`src/rtl/amstrad_uart_pkg.sv`:
```
// Shared constants for the Amstrad serial interface: register map, status bits,
// FSM state encodings and the half-bit sample helper.
package amstrad_uart_pkg;

  localparam logic [15:0] ADDR_DATA   = 16'hFADC;
  localparam logic [15:0] ADDR_STAT   = 16'hFADD;
  localparam logic [15:0] ADDR_DIV_LO = 16'hFADE;
  localparam logic [15:0] ADDR_DIV_HI = 16'hFADF;

  localparam int unsigned DIV_RESET_DEFAULT = 415;

  // Status read bit positions
  localparam int unsigned ST_RX_AVAIL = 0;
  localparam int unsigned ST_TX_READY = 1;
  localparam int unsigned ST_OVERRUN  = 2;
  localparam int unsigned ST_FRAMING  = 3;
  localparam int unsigned ST_IRQ_EN   = 4;

  // Control write bit positions
  localparam int unsigned CTRL_CLR_ERR = 0;
  localparam int unsigned CTRL_IRQ_EN  = 4;

  typedef logic [1:0] uart_state_t;

  localparam uart_state_t TX_IDLE  = 2'd0;
  localparam uart_state_t TX_START = 2'd1;
  localparam uart_state_t TX_DATA  = 2'd2;
  localparam uart_state_t TX_STOP  = 2'd3;

  localparam uart_state_t RX_IDLE  = 2'd0;
  localparam uart_state_t RX_START = 2'd1;
  localparam uart_state_t RX_DATA  = 2'd2;
  localparam uart_state_t RX_STOP  = 2'd3;

  // Counter reload that lands the start-bit sample (divisor+1)/2 ticks in
  function automatic logic [15:0] half_bit(input logic [15:0] div);
    logic [16:0] h;
    h = (17'(div) + 17'd1) >> 1;
    return (h == 17'd0) ? 16'd0 : 16'(h - 17'd1);
  endfunction

endpackage

```
`src/rtl/amstrad_uart_fifo.sv`:
```
// Synchronous receive FIFO with power-of-two depth; pops and pushes on a
// full/empty boundary are ignored rather than corrupting state.
module uart_fifo #(
  parameter int unsigned DEPTH = 8,
  parameter int unsigned WIDTH = 8
) (
  input  logic                     clk,
  input  logic                     reset_n,
  input  logic                     push,
  input  logic                     pop,
  input  logic [WIDTH-1:0]         din,
  output logic [WIDTH-1:0]         dout,
  output logic                     full,
  output logic                     empty,
  output logic [$clog2(DEPTH):0]   count
);

  localparam int unsigned AW = $clog2(DEPTH);
  localparam int unsigned CW = AW + 1;

  logic [WIDTH-1:0] mem [DEPTH];
  logic [AW-1:0]    wr_ptr;
  logic [AW-1:0]    rd_ptr;
  logic             do_push;
  logic             do_pop;

  assign empty   = (count == CW'(0));
  assign full    = (count == CW'(DEPTH));
  assign do_push = push & ~full;
  assign do_pop  = pop & ~empty;
  assign dout    = mem[rd_ptr];

  always_ff @(posedge clk) begin
    if (do_push) mem[wr_ptr] <= din;
  end

  // Pointers wrap naturally because DEPTH is a power of two
  always_ff @(posedge clk) begin
    if (!reset_n) begin
      wr_ptr <= '0;
      rd_ptr <= '0;
      count  <= '0;
    end else begin
      if (do_push) wr_ptr <= AW'(wr_ptr + AW'(1));
      if (do_pop)  rd_ptr <= AW'(rd_ptr + AW'(1));
      case ({do_push, do_pop})
        2'b10:   count <= CW'(count + CW'(1));
        2'b01:   count <= CW'(count - CW'(1));
        default: count <= count;
      endcase
    end
  end

endmodule

```
`src/rtl/amstrad_uart.sv`:
```
// Amstrad CPC style serial interface at &FADC-&FADF: 8N1 transmitter with a
// single holding register, receiver feeding a small FIFO, programmable divisor.
module amstrad_uart
  import amstrad_uart_pkg::*;
#(
  parameter int unsigned RX_DEPTH  = 8,
  parameter int unsigned DIV_RESET = DIV_RESET_DEFAULT
) (
  input  logic        clk,
  input  logic        reset_n,
  input  logic        ce_4p,
  input  logic [15:0] cpu_addr,
  input  logic [7:0]  io_din,
  input  logic        io_wr,
  input  logic        io_rd,
  output logic [7:0]  io_dout,
  input  logic        uart_rxd,
  output logic        uart_txd,
  output logic        irq
);

  localparam int unsigned CW = $clog2(RX_DEPTH) + 1;

  logic        sel_data, sel_stat, sel_dlo, sel_dhi;
  logic        io_wr_q, rd_data_q, wr_edge;
  logic [15:0] divisor;
  logic [7:0]  hold;
  logic        hold_full;
  logic        overrun, framing, rx_irq_en;
  logic        rxd_s1, rxd_s2, rxd_s3;

  logic          rx_fifo_push, rx_fifo_pop, rx_full, rx_empty;
  logic [7:0]    rx_head;
  logic [CW-1:0] rx_count;

  uart_state_t tx_state, tx_state_d;
  logic [15:0] tx_cnt, tx_cnt_d;
  logic [7:0]  tx_sh, tx_sh_d;
  logic [2:0]  tx_bit, tx_bit_d;
  logic        txd_d, tx_take, tx_end;

  uart_state_t rx_state, rx_state_d;
  logic [15:0] rx_cnt, rx_cnt_d;
  logic [7:0]  rx_sh, rx_sh_d;
  logic [2:0]  rx_bit, rx_bit_d;
  logic        rx_push, rx_frame_err, rx_end;

  logic [7:0]  status;

  assign sel_data = (cpu_addr == ADDR_DATA);
  assign sel_stat = (cpu_addr == ADDR_STAT);
  assign sel_dlo  = (cpu_addr == ADDR_DIV_LO);
  assign sel_dhi  = (cpu_addr == ADDR_DIV_HI);
  assign wr_edge  = io_wr & ~io_wr_q;

  // Pop on the clk the data-register read strobe drops
  assign rx_fifo_pop  = rd_data_q & ~io_rd & ~rx_empty;
  assign rx_fifo_push = rx_push & ~rx_full;

  always_comb begin
    status              = 8'h00;
    status[ST_RX_AVAIL] = ~rx_empty;
    status[ST_TX_READY] = ~hold_full;
    status[ST_OVERRUN]  = overrun;
    status[ST_FRAMING]  = framing;
    status[ST_IRQ_EN]   = rx_irq_en;
  end

  always_comb begin
    io_dout = 8'hFF;
    if (io_rd) begin
      if (sel_data)     io_dout = rx_empty ? 8'hFF : rx_head;
      else if (sel_stat) io_dout = status;
      else if (sel_dlo)  io_dout = divisor[7:0];
      else if (sel_dhi)  io_dout = divisor[15:8];
    end
  end

  // CPU register file, strobe edge detect, receive synchroniser and flags
  always_ff @(posedge clk) begin
    if (!reset_n) begin
      io_wr_q   <= 1'b0;
      rd_data_q <= 1'b0;
      divisor   <= 16'(DIV_RESET);
      hold      <= 8'h00;
      hold_full <= 1'b0;
      overrun   <= 1'b0;
      framing   <= 1'b0;
      rx_irq_en <= 1'b0;
      irq       <= 1'b0;
      rxd_s1    <= 1'b1;
      rxd_s2    <= 1'b1;
      rxd_s3    <= 1'b1;
    end else begin
      io_wr_q   <= io_wr;
      rd_data_q <= io_rd & sel_data;
      irq       <= (rx_count != CW'(0)) & rx_irq_en;
      rxd_s1    <= uart_rxd;
      rxd_s2    <= rxd_s1;
      rxd_s3    <= rxd_s2;
      if (tx_take) hold_full <= 1'b0;
      if (wr_edge) begin
        if (sel_data && !hold_full) begin
          hold      <= io_din;
          hold_full <= 1'b1;
        end
        if (sel_stat) begin
          rx_irq_en <= io_din[CTRL_IRQ_EN];
          if (io_din[CTRL_CLR_ERR]) begin
            overrun <= 1'b0;
            framing <= 1'b0;
          end
        end
        if (sel_dlo) divisor[7:0]  <= io_din;
        if (sel_dhi) divisor[15:8] <= io_din;
      end
      // A new error event wins over a simultaneous clear
      if (rx_push && rx_full) overrun <= 1'b1;
      if (rx_frame_err)       framing <= 1'b1;
    end
  end

  // Transmit FSM: each state lasts divisor+1 ticks, reloaded at every bit boundary
  always_comb begin
    tx_state_d = tx_state;
    tx_cnt_d   = tx_cnt;
    tx_sh_d    = tx_sh;
    tx_bit_d   = tx_bit;
    txd_d      = uart_txd;
    tx_take    = 1'b0;
    tx_end     = ce_4p && (tx_cnt == 16'd0);
    if (tx_state != TX_IDLE && ce_4p && tx_cnt != 16'd0) tx_cnt_d = tx_cnt - 16'd1;
    case (tx_state)
      TX_IDLE: begin
        txd_d = 1'b1;
        if (hold_full) begin
          tx_take    = 1'b1;
          tx_sh_d    = hold;
          tx_cnt_d   = divisor;
          txd_d      = 1'b0;
          tx_state_d = TX_START;
        end
      end
      TX_START: begin
        if (tx_end) begin
          tx_state_d = TX_DATA;
          tx_bit_d   = 3'd0;
          tx_cnt_d   = divisor;
          txd_d      = tx_sh[0];
        end
      end
      TX_DATA: begin
        if (tx_end) begin
          tx_cnt_d = divisor;
          if (tx_bit == 3'd7) begin
            tx_state_d = TX_STOP;
            txd_d      = 1'b1;
          end else begin
            tx_sh_d  = tx_sh >> 1;
            tx_bit_d = tx_bit + 3'd1;
            txd_d    = tx_sh[1];
          end
        end
      end
      TX_STOP: begin
        if (tx_end) begin
          // A byte already waiting goes straight into its start bit
          if (hold_full) begin
            tx_take    = 1'b1;
            tx_sh_d    = hold;
            tx_cnt_d   = divisor;
            txd_d      = 1'b0;
            tx_state_d = TX_START;
          end else begin
            txd_d      = 1'b1;
            tx_state_d = TX_IDLE;
          end
        end
      end
      default: begin
        txd_d      = 1'b1;
        tx_state_d = TX_IDLE;
      end
    endcase
  end

  always_ff @(posedge clk) begin
    if (!reset_n) begin
      tx_state <= TX_IDLE;
      tx_cnt   <= 16'd0;
      tx_sh    <= 8'h00;
      tx_bit   <= 3'd0;
      uart_txd <= 1'b1;
    end else begin
      tx_state <= tx_state_d;
      tx_cnt   <= tx_cnt_d;
      tx_sh    <= tx_sh_d;
      tx_bit   <= tx_bit_d;
      uart_txd <= txd_d;
    end
  end

  // Receive FSM: a falling edge starts a frame, so a line held low after a
  // framing error cannot be mistaken for a new start bit
  always_comb begin
    rx_state_d   = rx_state;
    rx_cnt_d     = rx_cnt;
    rx_sh_d      = rx_sh;
    rx_bit_d     = rx_bit;
    rx_push      = 1'b0;
    rx_frame_err = 1'b0;
    rx_end       = ce_4p && (rx_cnt == 16'd0);
    if (rx_state != RX_IDLE && ce_4p && rx_cnt != 16'd0) rx_cnt_d = rx_cnt - 16'd1;
    case (rx_state)
      RX_IDLE: begin
        if (rxd_s3 && !rxd_s2) begin
          rx_cnt_d   = half_bit(divisor);
          rx_state_d = RX_START;
        end
      end
      RX_START: begin
        if (rx_end) begin
          if (rxd_s2) begin
            rx_state_d = RX_IDLE;
          end else begin
            rx_state_d = RX_DATA;
            rx_bit_d   = 3'd0;
            rx_cnt_d   = divisor;
          end
        end
      end
      RX_DATA: begin
        if (rx_end) begin
          rx_sh_d  = {rxd_s2, rx_sh[7:1]};
          rx_cnt_d = divisor;
          if (rx_bit == 3'd7) rx_state_d = RX_STOP;
          else                rx_bit_d   = rx_bit + 3'd1;
        end
      end
      RX_STOP: begin
        if (rx_end) begin
          if (rxd_s2) rx_push      = 1'b1;
          else        rx_frame_err = 1'b1;
          rx_state_d = RX_IDLE;
        end
      end
      default: rx_state_d = RX_IDLE;
    endcase
  end

  always_ff @(posedge clk) begin
    if (!reset_n) begin
      rx_state <= RX_IDLE;
      rx_cnt   <= 16'd0;
      rx_sh    <= 8'h00;
      rx_bit   <= 3'd0;
    end else begin
      rx_state <= rx_state_d;
      rx_cnt   <= rx_cnt_d;
      rx_sh    <= rx_sh_d;
      rx_bit   <= rx_bit_d;
    end
  end

  uart_fifo #(
    .DEPTH (RX_DEPTH),
    .WIDTH (8)
  ) u_rx_fifo (
    .clk     (clk),
    .reset_n (reset_n),
    .push    (rx_fifo_push),
    .pop     (rx_fifo_pop),
    .din     (rx_sh),
    .dout    (rx_head),
    .full    (rx_full),
    .empty   (rx_empty),
    .count   (rx_count)
  );

endmodule

```
`config.mk`:
```
export PLATFORM = sky130hd
export DESIGN_NAME = amstrad_uart
export DESIGN_NICKNAME = d
export VERILOG_FILES = /design/src/rtl/amstrad_uart_pkg.sv /design/src/rtl/amstrad_uart_fifo.sv /design/src/rtl/amstrad_uart.sv
export SDC_FILE = /design/constraint.sdc
export NUM_CORES = 1
export LEC_CHECK = 0
export BUFFER_PORTS_ARGS = -buffer_cell sky130_fd_sc_hd__buf_4
export CORE_MARGIN = 2
export CORE_UTILIZATION = 30
export CTS_BUF_LIST = sky130_fd_sc_hd__clkbuf_2
export DETAILED_ROUTE_END_ITERATION = 8
export SETUP_SLACK_MARGIN = 0.15
export SLEW_MARGIN = 10
export SYNTH_ARGS = -nofsm -noshare
export SYNTH_HDL_FRONTEND = slang
export SYNTH_SLANG_ARGS = --single-unit
```
`constraint.sdc`:
```
create_clock -name clk -period 9.85 [get_ports clk]
set_input_delay 0.4925 -clock clk [delete_from_list [all_inputs] [get_ports clk]]
set_output_delay 0.4925 -clock clk [all_outputs]
set_load 0.03 [all_outputs]
```
-- Word-level counts from Yosys, hierarchy flattened
Memory sizes are Yosys's and may differ from the RTL's. A register that Yosys moved wholly into a read port is not among the register bits.
Index checks and enable logic that the tools add are counted.
- output and inout bits: 10
- bits in writable memories: 64
- memories kept: 1
- input port bits: 30
- register bits after elaboration: 103
- logic and storage cells: 197
- memories (name ; words ; bits a word ; read ports ; clocked after Yosys merged registers in ; wr ports ; RTL line ; text):
    u_rx_fifo.mem ; 8 ; 8 ; 1 ; 1 ; 1 ; amstrad_uart_fifo.sv:21 ; logic [WIDTH-1:0] mem [DEPTH];
- add/sub/neg operators: 10
- muxes and demuxes: 74
- equal/unequal tests: 28
- reduce and logical (&&, ||, !) cells: 46
- bitwise gates (word level): 13
- operators by type and width (cell ; number):
    $mux 16 ; 10
    $pmux 16 s3 ; 2
    $mux 8 ; 10
    $eq 16x16->1 const B ; 4
    $sub 16x1->16 const B ; 3
    $logic_not 16->1 ; 2
    $reduce_bool 16->1 ; 2
    $mux 3 ; 9
    $ne 2x2->1 const B ; 13
    $mux 1 ; 24
    $pmux 8 s3 ; 1
    $mux 2 ; 11
    $reduce_bool 2->1 ; 11
    $add 16x1->17 const B ; 1
    $logic_not 17->1 ; 1
    $pmux 2 s4 ; 2
    $reduce_and 5->1 ; 3
    $add 3x1->3 const B ; 4
    $pmux 3 s2 ; 2
    $eq 2x2->1 const B ; 5
    $reduce_and 2->1 ; 5
    $logic_and 1x1->1 ; 9
    $reduce_and 3->1 ; 3
    $and 1x1->1 ; 8
    16 further kinds ; 26

-- Longest topological paths before layout
Gate-level depths: netlist (run 1).
- word-level depth: 8
- mapped depth: 14
- gate-level depth less buffers: 13

-- Cells and area by module
From an unflattened synthesis (run 1), not the netlist that was laid out.
- cell total of the unflattened synthesis: 946
- area total of the unflattened synthesis: 9248.9 µm²
- modules (own cells, without submodules) (module ; times used ; sequential area each (µm²) ; cells each ; area an instance (µm²)):
    amstrad_uart ; 1 ; 1861.8 ; 776 ; 6084.6
    uart_fifo ; 1 ; 2182.1 ; 170 ; 3164.3

-- Worst setup path before layout (run 1)
Ideal clock, no wire load.
- path kind: reg2reg
- start: register rx_cnt[0]
- end: register u_rx_fifo.count[3]
- required time: 9780 ps
- setup time: 70 ps
- arrival time: 3534 ps
- period minus slack after synthesis: 3605 ps
- path buffers: 1
- cell stages (with the launch flop): 15
- setup slack: 6245 ps
- path through: dfxtp_1 inv_1 ha_1 or4b_2 or4_1 buf_2 nor2_2 nand4_1 ha_1 ha_1 a21o_1 a21oi_1 xnor2_1 or3_1 a21oi_1
- longest elaborated chain between the ends: 8
- elaborated cells on any way between the ends: 10
- those cells by class: eq/ne (2); mux (3); bitwise (2); reduce/logical (3)
- ends and longest elaborated chain (element ; RTL line ; text):
    start: declaration ; amstrad_uart.sv:43 ; logic [15:0] rx_cnt, rx_cnt_d;
    start signal: assignment ; amstrad_uart.sv:259 ; rx_cnt <= rx_cnt_d;
    $logic_not 16->1 * ; amstrad_uart.sv:212 ; rx_end = ce_4p && (rx_cnt == 16'd0);
    $logic_and 1x1->1 * ; amstrad_uart.sv:212 ;
    $mux 1 * ; amstrad_uart.sv:241 ; if (rx_end) begin
    $mux 1 * ; amstrad_uart.sv:214 ; case (rx_state)
    $and 1x1->1 * ; amstrad_uart.sv:58 ; assign rx_fifo_push = rx_push & ~rx_full;
    $and 1x1->1 * ; amstrad_uart_fifo.sv:29 ; assign do_push = push & ~full;
    $eq 2x1->1 or $eq 2x2->1 (tied branches) ; amstrad_uart_fifo.sv:46 ; case ({do_push, do_pop})
    $pmux 4 s2 or $reduce_bool 2->1 (tied branches) ; n/a ;
    end signal: assignment ; amstrad_uart_fifo.sv:47 ; 2'b10: count <= CW'(count + CW'(1));
    end signal: assignment ; amstrad_uart_fifo.sv:48 ; 2'b01: count <= CW'(count - CW'(1));
    end signal: assignment ; amstrad_uart_fifo.sv:49 ; default: count <= count;
    end: declaration ; amstrad_uart_fifo.sv:15 ; output logic [$clog2(DEPTH):0] count
Every way passes the cells marked *; elsewhere a longest branch is shown, timed or not.
A chain may end at the register's enable or synchronous reset.

-- Worst setup path in the final report (run 1)
Ends and elaborated chain as after synthesis.

==> results of run 1 <==
==> synth_stat cells (all sizes together) (8+ instances only) <==
master	n	area, µm²
buf	11	61.31
o21ai	38	190.2
nor4	11	68.82
dfxtp	106	2122
mux4	16	360.4
nor3	27	135.1
o211ai	12	90.09
nand3	21	105.1
a21oi	60	300.3
nor2	103	389.1
nand2	73	274.0
nand4	9	56.30
nand2b	16	100.1
edfxtp	64	1922
and3	11	68.82
clkbuf	50	187.7
mux2i	55	550.5
inv	17	63.81
o22ai	19	118.9
mux2	8	90.09
ha	20	250.2
or3	12	85.08
xor2	26	227.7
a31oi	8	50.05
xnor2	28	245.2
or4	8	63.81
a211oi	10	85.08
==> path summary, 6_finish.rpt <==
kind,start,endpoint,slack (ns),cells past startpoint
max reg2reg,rx_cnt[0]$_SDFF_PN0_,u_rx_fifo.count[3]$_SDFFE_PN0P_,5.70,13
max,rx_cnt[0]$_SDFF_PN0_,u_rx_fifo.count[3]$_SDFFE_PN0P_,5.70,13
min reg2reg,rxd_s1$_SDFF_PN1_,rxd_s2$_SDFF_PN1_,0.46,1
min,cpu_addr[1],rx_irq_en$_SDFFE_PN0P_,0.20,4
==> cell type report <==
type | count | area share [%]
Timing Repair Buffer | 56 | 4.524
Inverter | 20 | 0.7457
Clock buffer | 17 | 0.8451
Tap cell | 390 | 4.847
Multi-Input combinational cell | 681 | 46.83
Antenna cell | 3 | 0.07457
Sequential cell | 170 | 40.17
Clock inverter | 15 | 1.964
==> metal layers <==
| layer | track usage (%) | up-vias | part of all wire, % |
|---|---|---|---|
| met1 | 20.99 | 3478 | 47 |
| li1 | - | 3472 | - |
| met4 | 6.216 | 0 | 2.8 |
| met5 | 0 | - | 0 |
| met2 | 23.64 | 216 | 45 |
| met3 | 2.935 | 43 | 5.3 |
==> timing repair <==
action,in CTS,in global routing
hold buffers,14,0
hold endpoints to repair,29,0
endpoints found under the setup margin,0,0
==> registers in the layout, indices dropped and copies added, names as in the netlist, 2 cells and up, named ones only <==
register,flops
rx_sh,8
divisor,16
u_rx_fifo.rd_ptr,3
tx_cnt,16
hold,8
tx_sh,8
tx_bit,3
rx_bit,3
u_rx_fifo.wr_ptr,3
u_rx_fifo.mem,64
u_rx_fifo.count,4
rx_cnt,16
tx_state,2
==> worst max-delay path, cell delays in order (launching register included) <==
cell	delay, ns
dfxtp_1	0.39
inv_1	0.12
ha_1	0.18
or4b_2	0.60
or4_1	0.59
nor2_2	0.25
nand4_1	0.41
ha_1	0.40
ha_1	0.27
a21o_1	0.18
a21oi_1	0.19
xnor2_1	0.09
or3_1	0.30
a21oi_1	0.13
==> where the power goes <==
part | internal (mW) | leakage, nW | switching (mW)
clock | 0.135 | 0.169 | 0.291
sequential | 0.730 | 1.42 | 0.00544
combinational | 0.0321 | 1.97 | 0.0509
==> stage by stage <==
| step | utilization (%) | cells | hold WS (ns) |
|---|---|---|---|
| finish | 33.88 | 1352 | 0.1998 |
| global route | 33.87 | 1351 | 0.1455 |
| CTS | 33.83 | 1349 | 0.1420 |
| detailed placement | 32.41 | 1303 | 0.4097 |
| global placement | 32.41 | 1303 | 0.4124 |
| floorplan | - | 932 | 0.3863 |
==> cell families (layout without fill, tap and decap cells) <==
logic type,Yosys count,after routing,share of synthesized area [%]
other cells,0,3,0
mux,79,79,11.04
simple gates,326,326,17.92
compound gates,201,201,14.66
buf+inv,81,108,3.575
fa+ha+maj,21,21,2.981
xor+xnor,54,54,5.217
flops,170,170,44.61
==> impl_metrics.toml, run 1 <==
[run_status]
outcome = "finished clean"

[timing]
fin_crit_sh_pct = 42.12
maxSlewViolCount = 0
finalWorstSetupSlack_ns = 5.701
final.setup_skew_ns = 0.04390
tightest_slew_ns = 1.121
fin_tns_setup_ns = 0
setup_viol_count_final = 0
rsz0062_at_grt = "no"
hold_viol_final = 0
max_freq_mhz = 241.0
fin_crit_ns = 4.149
relSlewSlack_pct = 24.72

[global_route]
grt.total_usage_pct = 15.31
grt_antenna_before_repair = 2
grt_pass1_wl_um = 37540
grt_pass1_vias = 6945
grt_max_degree = 61
grt-ovfl-total = 0

[place]
placed_area_um2 = 9632
routabilityCongestion = 0.8274
place_ws_ns = 5.772
dpl.hpwl_um = 16460
io_buffers = 39

[setup_path]
endpoint_kind = "flip-flop"
path_class = "reg -> reg"
crit_fanout = 10
start_kind = "flip-flop"
critPathArrivalTime_ns = 4.89
required_ns = 10.59

[clock_tree]
postCtsResizedCells = 0
clock_latency_ns = 0.80
cts_num_sinks = 170
clk_pin_slew_ns = 0.26
root_buffer = "clkbuf_2"
cts_tree = "done"
htreeDepth = 4
cts.path.max_buffers = 2
cts_inserted_buffers = 17
post_cts_buffers = 0

[synth]
synth-main-ff-cell = "dfxtp_1"
synth-seq-area-share_pct = 44.61
synth_edf_count = 64
synth_area_um2 = 9065
syn_area_per_cell_um2 = 9.726
syn_inst = 932
synth_cell_types = 73
synth_seq_cells = 170
synth_warnings = 0
async_flop_share_pct = 0
syn_nets = 983

[pwr]
p_total_mw = 1.244
irDropWorstVdd_v = 0.0001038
p_leak_nw = 3.566
powerDensity_nw_per_um2 = 123.6

[cells_and_area]
finish.instance_area_um2 = 10070
final_common_cell = "dfxtp_1"
nets = 997
area_growth_pct = 11.06
fillCellCount = 3029
drive_above_1_share_pct = 12.41
seqCellArea_um2 = 4044
multi_input_area_um2 = 4715
final_cell_mix = "dfxtp_1, nor2_1, nand2_1, edfxtp_1, a21oi_1"

[min_path]
hp-class = "in -> reg"

[detailed_routing]
wire_per_inst_um = 17.40
wirelength_um = 23530
vias_per_cell = 5.332
drt_iter0_drc = 570
firstDrtPassIters = 5
detail-route-antenna-nets = 0
route.vias.total = 7209
drc = 0

[die]
rows = 63
fp.coreArea_um2 = 29720
die_area_um2 = 31620
die_h_um = 177.8
io_pins = 40
floorplan.initialDensity_pct = 30.50
die_w_um = 177.8

[flow_run]
cap_viol_max_count = 0
Power figures use the tool's default switching activity.
==> inputs of run 2 (changes only) <==
ABC_AREA = 1   (was not set)
clock period = 3.4 ns   (was 9.85 ns; I/O delays follow)
==> run 2 against run 1 <==
Hold slack worse by 0.070 ns. Critical endpoint is now io_dout[3]. Clock-buffer cell count unchanged. Global-route usage grew 1.3 points. Synthesized area is 7.5% higher. Die area rose by 7.4%. Sequential share of layout area fell by 3.4 points.
==> impl_metrics.toml, run 2 <==
[run_status]
outcome = "finished clean"

[global_route]
grt_pass1_vias = 8497
grt-ovfl-total = 0
grt_antenna_before_repair = 1
grt_max_degree = 60
grt.total_usage_pct = 16.62
grt_pass1_wl_um = 44550

[clock_tree]
clk_pin_slew_ns = 0.29
cts_tree = "done"
post_cts_buffers = 0
htreeDepth = 4
cts.path.max_buffers = 2
cts_inserted_buffers = 17
clock_latency_ns = 0.77
cts_num_sinks = 170
root_buffer = "clkbuf_2"

[die]
fp.coreArea_um2 = 32290
die_area_um2 = 33950
io_pins = 40
floorplan.initialDensity_pct = 30.19
rows = 66
die_w_um = 184.3
die_h_um = 184.3

[detailed_routing]
drt_iter0_drc = 791
vias_per_cell = 4.942
wire_per_inst_um = 15.08
detail-route-antenna-nets = 0
drc = 0
firstDrtPassIters = 7
route.vias.total = 9118
wirelength_um = 27820

[synth]
synth-simple-area-share_pct = 27.69
syn_nets = 1391
synth.most_common_cell = "nand2_1"
synth_area_leader_cell = "dfxtp_1"
synth_warnings = 0
synth_cell_types = 48
synth_edf_count = 64
synth.top_cell.area_share_pct = 21.77
synth-main-ff-cell = "dfxtp_1"
synthTopCellsByCount = "nand2_1, nor2_1, inv_1"
synth_top_family_by_area = "simple AND/OR/NAND/NOR gates"
syn_inst = 1340
synth_mux_area_share_pct = 0
synth_area_leaders = "dfxtp_1, edfxtp_1, nand2_1, nor2_1, inv_1"
synth-seq-area-share_pct = 41.48
synth_area_um2 = 9748
synth_seq_cells = 170
synth_xor_area_share_pct = 2.875
yosys.area_share.adder_pct = 2.772
synth_compound_area_share_pct = 16.98
async_flop_share_pct = 0
syn_area_per_cell_um2 = 7.275

[setup_path]
start_kind = "flip-flop"
critPathArrivalTime_ns = 2.76
crit_fanout = 21
max_stage_delay_ns = 0.45
required_ns = 3.23
endpoint_kind = "output port"
crit_top_cell = "buf_4"
critPathSlowestCell = "dfxtp_1"
cp_cell_sequence = "clkinvlp_4 > buf_4 > nand2_1 > a221oi_1 > o31ai_1 > nand3_1 > buf_4"
path_class = "reg -> out"
cp.buffers_inverters = 3
crit_family = "buffers and inverters"

[pwr]
power.switching_mw = 2.013
powerDensity_nw_per_um2 = 465.1
p_leak_nw = 4.686
irDropWorstVdd_v = 0.0001869
p_total_mw = 5.118
clockPowerShare_pct = 22.5
combPwrFrac_pct = 32.0
p_sw_share_pct = 39.33
p_int_mw = 3.105
power_frac_seq_pct = 45.5

[cells_and_area]
seqCellArea_um2 = 4044
nets = 1440
fillCellCount = 3447
drive_above_1_share_pct = 10.27
layout.cells.non_filler = 1845
final_common_cell = "nand2_1"
area_growth_pct = 12.89
registers.top_by_ff_count = "u_rx_fifo.mem"
final_cell_mix = "nand2_1, nor2_1, inv_1, o21ai_0, a21oi_1"
multi_input_area_um2 = 4910
utilization_pct = 34.08
largest_reg_flops = 64
finish.instance_area_um2 = 11000

[timing]
fin_tns_setup_ns = 0
fin_crit_ns = 2.929
relSlewSlack_pct = 41.11
maxSlewViolCount = 0
setup_viol_count_final = 0
max_freq_mhz = 341.4
hold_viol_final = 0
rsz0062_at_grt = "no"
final.setup_skew_ns = 0.05971
fin_crit_sh_pct = 86.16
finalWorstSetupSlack_ns = 0.4706
whs_ns = 0.1300
tightest_slew_ns = 0.8766

[place]
place_ws_ns = 0.5438
routabilityCongestion = 0.8770
io_buffers = 39
placed_area_um2 = 10560
dpl.hpwl_um = 20190
dpl.cell_count = 1795

[flow_run]
cap_viol_max_count = 0

[min_path]
hp-class = "in -> reg"
## run 2: cell families (layout without fill, tap and decap cells)
| group | Yosys count | in the layout |
|---|---|---|
| other | 0 | 1 |
| buffers and inverters | 205 | 267 |
| flip-flops | 170 | 170 |
| AND/OR/NAND/NOR | 622 | 622 |
| AO/OA/AOI/OAI | 290 | 290 |
| XOR/XNOR | 32 | 32 |
| adder cells (fa/ha/maj) | 21 | 21 |
## run 2: final cells by class
| type | count | area share (%) |
|---|---|---|
| diodes | 1 | 0.02274 |
| clock buffers | 17 | 0.7732 |
| clock inverters | 15 | 1.649 |
| inverters | 155 | 5.321 |
| multi-input cells | 965 | 44.62 |
| flip-flops and latches | 170 | 36.75 |
| well taps | 442 | 5.026 |
| repair buffers | 80 | 5.844 |
## run 2: worst reg2reg max path: cells and delay by family, from the launching register on
family                     cells  cell delay (ns)
and+or+nand+nor               10             1.00
AOI/OAI and AO/OA              3             0.35
adders and majority gates      3             0.78
buffers and inverters          3             0.26
DFF                            1             0.40
## run 2: layer usage
layer / share of wire, % / global-route usage, %
met2: 47 / 27.77
met1: 47 / 22.30
met3: 4.6 / 2.134
met5: 0 / 0
met4: 1.7 / 5.216
## run 2: timing repair
item / 4_1_cts / 5_1_grt
hold endpoints to repair: 80 / 0
resized for setup: 0 / 2
hold buffers: 17 / 0
endpoints found under the setup margin: 0 / 3
## run 2: power groups by stage
stage / Combinational (mW) / Sequential [mW] / Clock [mW]
2_1_floorplan: 1.24 / 2.35 / 0
3_3_place_gp: 1.58 / 2.36 / 0
3_5_place_dp: 1.60 / 2.37 / 0
4_1_cts: 1.62 / 2.33 / 1.18
5_1_grt: 1.86 / 2.35 / 1.25
6_report: 1.64 / 2.33 / 1.15
## run 2: path summary, 6_finish.rpt
check | start | endpoint | slack (ns) | cells past startpoint
min | uart_rxd | rxd_s1$_SDFF_PN1_ | 0.13 | 3
max reg2reg | rx_cnt[0]$_SDFF_PN0_ | u_rx_fifo.count[3]$_SDFFE_PN0P_ | 0.53 | 19
min reg2reg | rxd_s1$_SDFF_PN1_ | rxd_s2$_SDFF_PN1_ | 0.46 | 1
max | flip-flop | io_dout[3] | 0.47 | 7
==> inputs of run 3 (changes only) <==
PLACE_DENSITY = 0.46   (was not set)
==> run 3 against run 2 <==
Clock skew grew 0.012 ns. Cell area grew 0.11%. Routed wire length rose by 10%. Die area is the same. Combinational power barely moved. Global-route usage rose by 2.2 points. Hold slack worse by 0.028 ns. Setup slack got worse by 0.023 ns. Via count down 0.63%. Highest routed layer unchanged. Register-to-register slack worse by 0.08 ns.
==> impl_metrics.toml, run 3 (synthesized netlist as in run 2, its figures left out) <==
[run_status]
outcome = "finished clean"

[setup_path]
worstReg2RegEnd = "u_rx_fifo.count[3]$_SDFFE_PN0P_"
start_kind = "flip-flop"
path_class = "reg -> reg"
r2r_start = "rx_cnt[0]$_SDFF_PN0_"
endpoint_kind = "flip-flop"
reg2reg_depth = 19
required_ns = 4.08
r2r_slack_ns = 0.45
crit_fanout = 4
critPathArrivalTime_ns = 3.63

[timing]
rsz0062_at_grt = "no"
whs_ns = 0.1023
fin_tns_setup_ns = 0
fin_crit_sh_pct = 86.83
finalWorstSetupSlack_ns = 0.4479
hold_viol_final = 0
fin_crit_ns = 2.952
final.setup_skew_ns = 0.07219
tightest_slew_ns = 1.145
max_freq_mhz = 338.7
relSlewSlack_pct = 23.18
maxSlewViolCount = 0
setup_viol_count_final = 0

[detailed_routing]
wire_per_inst_um = 16.59
drc = 0
vias_per_cell = 4.900
wirelength_um = 30670
route.vias.total = 9061
detail-route-antenna-nets = 0
firstDrtPassIters = 5
drt_iter0_drc = 652

[die]
die_area_um2 = 33950
floorplan.initialDensity_pct = 30.19
rows = 66
fp.coreArea_um2 = 32290
die_h_um = 184.3
io_pins = 40
die_w_um = 184.3

[cells_and_area]
final_common_cell = "nand2_1"
area_growth_pct = 13.01
seqCellArea_um2 = 4044
registers.top_by_ff_count = "u_rx_fifo.mem"
largest_reg_flops = 64
multi_input_area_um2 = 4916
fillCellCount = 3476
final_cell_mix = "nand2_1, nor2_1, inv_1, o21ai_0, a21oi_1"
nets = 1444
drive_above_1_share_pct = 10.46
utilization_pct = 34.12

[clock_tree]
cts.path.max_buffers = 2
htreeDepth = 4
cts_num_sinks = 170
cts_inserted_buffers = 17
clk_pin_slew_ns = 0.29
cts_tree = "done"
root_buffer = "clkbuf_2"
clock_latency_ns = 0.83

[place]
place_ws_ns = 0.5177
dpl.hpwl_um = 22010
io_buffers = 39
routabilityCongestion = 0.8802

[global_route]
grt_pass1_wl_um = 48870
grt-ovfl-total = 0
grt.total_usage_pct = 18.80
grt_pass1_vias = 8623
grt_antenna_before_repair = 1
grt_max_degree = 59

[pwr]
powerDensity_nw_per_um2 = 460.7
p_leak_nw = 4.702
p_total_mw = 5.076
irDropWorstVdd_v = 0.0001757

[min_path]
hold_start = "cpu_addr[0]"
holdPathStages = 6
holdPathEnd = "rx_irq_en$_SDFFE_PN0P_"
hp-class = "in -> reg"

[flow_run]
cap_viol_max_count = 0
-- run 3: cell count changes in the layout (fill, tap and decap cells not counted), moves of 2 or more --
cell / delta
clkinv_1: -2
inv_8: -2
dlygate4sd3_1: +3
inv_6: +2
inv_2: +2
clkinv_8: -4
inv_4: +2
-- run 3: report_power, final --
part           switching (mW)  leakage [nW]  internal (mW)
sequential              0.110          1.45           2.22
combinational            1.08          3.11          0.574
clock                   0.798         0.145          0.289
-- run 3: worst max path at each step --
stage	start	end	slack, ns	cells after the start
5_1_grt	rx_cnt[0]$_SDFF_PN0_	u_rx_fifo.count[3]$_SDFFE_PN0P_	0.21	19
3_5_place_dp	rx_cnt[0]$_SDFF_PN0_	u_rx_fifo.count[3]$_SDFFE_PN0P_	0.52	19
2_1_floorplan	rx_cnt[0]$_SDFF_PN0_	u_rx_fifo.count[3]$_SDFFE_PN0P_	0.71	20
6_report	rx_cnt[0]$_SDFF_PN0_	u_rx_fifo.count[3]$_SDFFE_PN0P_	0.45	19
3_3_place_gp	rx_cnt[0]$_SDFF_PN0_	u_rx_fifo.count[3]$_SDFFE_PN0P_	0.55	19
4_1_cts	flip-flop	io_dout[7]	0.25	7
-- run 3: cell type report --
cell class              instances  area share (%)
inverters                     155           5.315
diodes                          1         0.02271
clock inverters                14           1.204
multi-input cells             965           44.62
well taps                     442           5.020
repair buffers                 84           6.292
clock buffers                  18          0.8177
flip-flops and latches        170           36.71
-- run 3: through the flow --
step / area [µm²] / cells
after floorplan: 9748 / 1340
after global placement: 10560 / 1795
after detailed placement: 10560 / 1795
after CTS: 10970 / 1846
after global routing: 11020 / 1849
final: 11020 / 1849
-- run 3: worst max-delay path, cell delays in order, from the launching register on --
cell      delay, ns
dfxtp_1        0.41
inv_1          0.13
ha_1           0.23
nand3_1        0.09
nor2_1         0.09
nand3_1        0.15
nor3_4         0.19
inv_2          0.05
nor2_2         0.15
inv_2          0.07
ha_1           0.22
ha_1           0.34
nand2_1        0.08
nor2_1         0.04
a211oi_2       0.17
nor2_1         0.06
nor2_1         0.08
nand2_1        0.06
o21ai_0        0.14
a21oi_1        0.05
-- run 3: layer usage --
layer / vias to the layer above / part of all wire (%) / track usage [%]
met2: 194 / 45 / 30.28
met4: 0 / 1.6 / 5.152
met1: 4253 / 49 / 26.39
met5: - / 0 / 0
met3: 25 / 4.1 / 2.490
li1: 4589 / - / -
-- run 3: repair_timing --
action	CTS	global route
hold buffers	19	1
hold endpoints to repair	73	1
setup endpoints to repair	0	5
setup buffers	0	1
gates resized for setup	0	3
